`src/rtl/rr_mux4_arbiter.sv`:
```
// rr_mux4_arbiter: round-robin arbiter sharing one 4:1 select path among four
// requesters and presenting the granted nibble, zero-extended, on a registered
// valid/ready output slot.
//   clk        rising-edge system clock
//   rst_n      asynchronous active-low reset
//   req[3:0]   per-requester level valid
//   din0..din3 requester data (DW bits each)
//   ack[3:0]   combinational one-hot grant; din of the acked requester is taken at this edge
//   sel[1:0]   index of the requester whose data sits in the output slot
//   out_valid  output slot occupied
//   out_data   zero-extended captured data (OW bits)
//   out_ready  consumer accepts out_data when out_valid & out_ready
//   busy       mirror of out_valid
module rr_mux4_arbiter #(
    parameter int DW = 4,
    parameter int OW = 8
) (
    input  logic          clk,
    input  logic          rst_n,
    input  logic [3:0]    req,
    input  logic [DW-1:0] din0,
    input  logic [DW-1:0] din1,
    input  logic [DW-1:0] din2,
    input  logic [DW-1:0] din3,
    output logic [3:0]    ack,
    output logic [1:0]    sel,
    output logic          out_valid,
    output logic [OW-1:0] out_data,
    input  logic          out_ready,
    output logic          busy
);
    localparam logic IDLE = 1'b0;
    localparam logic HOLD = 1'b1;

    logic          state;
    logic [1:0]    ptr;
    logic [1:0]    win;
    logic [DW-1:0] din_w;
    logic          can_take;
    logic          take;

    // Scan from the farthest slot back to ptr so the nearest pending requester wins.
    always_comb begin
        win = ptr;
        for (int k = 3; k >= 0; k--)
            if (req[ptr + 2'(k)]) win = ptr + 2'(k);
    end

    assign din_w     = win == 2'd0 ? din0 : win == 2'd1 ? din1 : win == 2'd2 ? din2 : din3;
    assign can_take  = (state == IDLE) | out_ready;
    assign take      = can_take & |req;
    // rst_n gating keeps ack low while reset is asserted even if req is high.
    assign ack       = (rst_n & take) ? 4'(4'b0001 << win) : 4'b0000;
    assign out_valid = (state == HOLD);
    assign busy      = out_valid;

    always_ff @(posedge clk or negedge rst_n) begin
        if (!rst_n) begin
            state    <= IDLE;
            ptr      <= 2'd0;
            sel      <= 2'd0;
            out_data <= '0;
        end else if (take) begin
            state    <= HOLD;
            ptr      <= win + 2'd1;
            sel      <= win;
            out_data <= OW'(din_w);
        end else if (state == HOLD && out_ready) begin
            state    <= IDLE;
        end
    end
endmodule

```
`config.mk`:
```
export PLATFORM = sky130hd
export DESIGN_NAME = rr_mux4_arbiter
export DESIGN_NICKNAME = d
export VERILOG_FILES = /design/src/rtl/rr_mux4_arbiter.sv
export SDC_FILE = /design/constraint.sdc
export NUM_CORES = 1
export LEC_CHECK = 0
export CAP_MARGIN = 20
export CORE_MARGIN = 5
export CORE_UTILIZATION = 38
export CTS_CLUSTER_SIZE = 12
export DETAILED_ROUTE_END_ITERATION = 10
export PLACE_DENSITY = 0.8
export SLEW_MARGIN = 20
export SYNTH_ARGS = -nofsm -noshare
export SYNTH_HDL_FRONTEND = slang
export SYNTH_SLANG_ARGS = --single-unit
```
`constraint.sdc`:
```
create_clock -name clk -period 4.5 [get_ports clk]
set_clock_uncertainty 0.2 [all_clocks]
set_input_delay 1.35 -clock clk [delete_from_list [all_inputs] [get_ports clk]]
set_output_delay 1.35 -clock clk [all_outputs]
set_load 0.03 [all_outputs]
```
==> summary.txt <==
status: finished, final reports clean
Critical Path Source Type: input pin
hold path startpoint: sel[0]
clock group share of total power: 11.3%
DRT Pass-1 Iters: 4
Slew Limit Fails: 0
drt initial violations: 15
main area contributors after synthesis: dfrtp_1, ha_1, nand2b_1, mux2_2, buf_4
full die area: 2910 µm²
Final Hold Viols: 0
Yosys reg bits: 9
Syn Area/Cell: 9.17 µm²
FMAX: 223 MHz
Synth-to-Final Area Change: 71.0%
end of the worst hold path: sel[0]
Post-synth EDFFs: 0
initial antenna violation count: 0
Seq/Total Area, Yosys: 30.7%
final setup fails: 0
Worst R2R End: out_data[3]
via-per-instance ratio: 5.00
H-tree Lvls: 1
post-synthesis async set-or-reset flop share: 100%
ys flop type: dfrtp_1
Cells after Synth: 80
fin nets: 159
CP Data Required Time: 2.95 ns
CP dominant cell by count: buf_4
first-pass GRT wire length: 3620 µm
CTS Root Cell: clkbuf_4
# rows: 15
share of post-route cells with drive strength above 1: 36.6%
HPWL Detailed: 1810 µm
Die X: 53.9 µm
Setup WS pre-CTS: -0.751 ns
PD cells: 454 nW/µm²
Switching Fraction: 41.3%
Static Leak: 0.544 nW
Critical-path top delay cell: or3_4
WHS Path Cells: 2
routed via count: 780
Final min period: 4.49 ns
Post-CTS Hold Buffers: 0
Worst setup startpoint: req[2]
Cell Area, Synth: 733 µm²
Starting Density: 41.1%
sequential share of power: 24.1%
worst reg2reg path depth: 8
critical path's largest stage delay: 0.41 ns
leading area contributor after synthesis: dfrtp_1
Peak supply drop: 0.247 mV
# IOs: 39
multi-input logic area: 489 µm²
period utilization: 99.8%
Num CTS Buffers: 3
Unique masters post-synth: 32
vias in the first global route: 788
RSZ-0062 raised after global routing: true
Total GRT Usage: 17.4%
Clock transition at path regs: 0.06 ns
Gate power share: 64.6%
Total Wirelength: 2280 µm
Setup WS post-layout: 0.00692 ns
gpl congestion: 0.845
layout filler cell count: 151
largest net degree at the start of global routing: 12
Hold WC Path Type: reg2reg
max cap viols: 0
Routed Antenna Nets: 0
Worst R2R Start: ptr[1]
post-synth top area share: 30.7%
CP max FO: 4
CP Capture Type: output port
Max clock buf depth: 2
Design Power: 0.000569 W
TritonCTS clock tree: done
grt ovf: 0
Ys Warns: 0
setup slack, reg-to-reg: 1.92 ns
Critical Path AT: 2.94 ns
port buffer count: 34
Register Area: 225 µm²
critical path type: in2out
DR DRC count: 0
Psw: 0.000235 W
Post-synth top cells: dfrtp_1, nand2b_1, a21oi_1
Worst-Skew Late Latency: 0.26 ns
Cell Int Power: 0.000334 W
worst-path cell chain: clkdlybuf4s15_2 > buf_4 > nand2b_1 > o22ai_2 > or3_4 > buf_4 > ha_2 > and3_4 > buf_6
clk sink count: 9
Routed wire per std cell: 14.6 µm
top-count cell post-synth: dfrtp_1
n_diodes: 0
Core ar.: 1780 µm²
die height: 53.9 µm
## power by group through the flow
| stage | registers, W | clock network, W | logic (W) |
|---|---|---|---|
| 2_1_floorplan | 0.000179 | 0 | 0.000151 |
| 3_5_place_dp | 0.000137 | 0 | 0.000346 |
| 6_report | 0.000137 | 0.0000641 | 0.000367 |
| 3_3_place_gp | 0.000135 | 0 | 0.000335 |
| 5_1_grt | 0.000143 | 0.0000729 | 0.000395 |
| 4_1_cts | 0.000136 | 0.0000658 | 0.000358 |
## final cells by class
class / instances / area share (%)
Inverter: 2 / 0.599
Sequential cell: 9 / 18.0
Tap cell: 25 / 2.50
Multi-Input combinational cell: 64 / 39.0
Clock buffer: 3 / 1.80
Clock inverter: 1 / 0.399
Timing Repair Buffer: 52 / 37.7
## critical path, delay by kind of cell
family,cells,cell delay (ns)
AND/OR/NAND/NOR,3,0.67
AO/OA/AOI/OAI,1,0.11
adder cells (fa/ha/maj),1,0.18
buffers and inverters,4,0.64
## sequential cells by signal, indices dropped and copies added, names as in the netlist
name and cells:
busy 1, out_data 4, ptr 2, sel 2
## cells by family (layout without fill, tap and decap cells)
family                     after synthesis  count (layout)  synth area share [%]
DFF                                      9               9                  30.7
other                                    1               4                 0.511
muxes                                    5               5                  8.19
adders and majority gates                4               4                  6.83
AOI/OAI and AO/OA                       21              21                  18.6
and+or+nand+nor                         30              30                  25.4
buffers and inverters                   10              58                  9.73
## metrics by stage
| stage | area, µm² | hold slack, ns | TNS (ns) | cells | util [%] |
|---|---|---|---|---|---|
| 3_3_place_gp | 1170 | 0.313 | -2.05 | 151 | 65.9 |
| 2_1_floorplan | 744 | 0.317 | 0 | 83 | - |
| 6_report | 1250 | 0.329 | 0 | 156 | 70.3 |
| 3_5_place_dp | 1170 | 0.324 | -2.19 | 151 | 65.9 |
| 4_1_cts | 1230 | 0.333 | 0 | 156 | 69.1 |
| 5_1_grt | 1250 | 0.372 | -0.117 | 156 | 70.3 |
## layout by cell type, fill, tap and decap left out, types with 2 or more instances in the layout
cell / n
o211ai_1: 5
clkdlybuf4s50_1: 26
nor2b_1: 2
inv_1: 2
and3_1: 2
clkdlybuf4s15_2: 3
a31oi_1: 5
conb_1: 4
nand2b_1: 8
buf_4: 19
nand2_1: 5
or4_4: 2
dfrtp_1: 9
nor3_1: 2
clkbuf_4: 3
ha_1: 3
a21oi_1: 5
mux2_2: 4
and2_4: 2
buf_6: 2
## routing by layer
metal	track usage, %	wire [µm]	vias up
met5	0	0	-
met4	4.68	0	0
met3	6.65	171	0
met2	27.8	1160	34
met1	21.6	945	361
li1	-	-	385
## how the worst max path moves through the flow
stage / endpoint / slack (ns)
3_3_place_gp: ack[0] / -0.71
4_1_cts: ack[3] / 0.0005
6_report: ack[2] / 0.007
3_5_place_dp: ack[0] / -0.75
5_1_grt: ack[2] / -0.06
2_1_floorplan: ack[1] / 0.24
## repair_timing
| action | CTS | global route |
|---|---|---|
| pin swaps | 1 | 2 |
| endpoints found under the setup margin | 4 | 4 |
| setup buffers | 1 | 0 |
| resized for setup | 28 | 6 |
No activity file was read; power rests on OpenSTA's default activity.
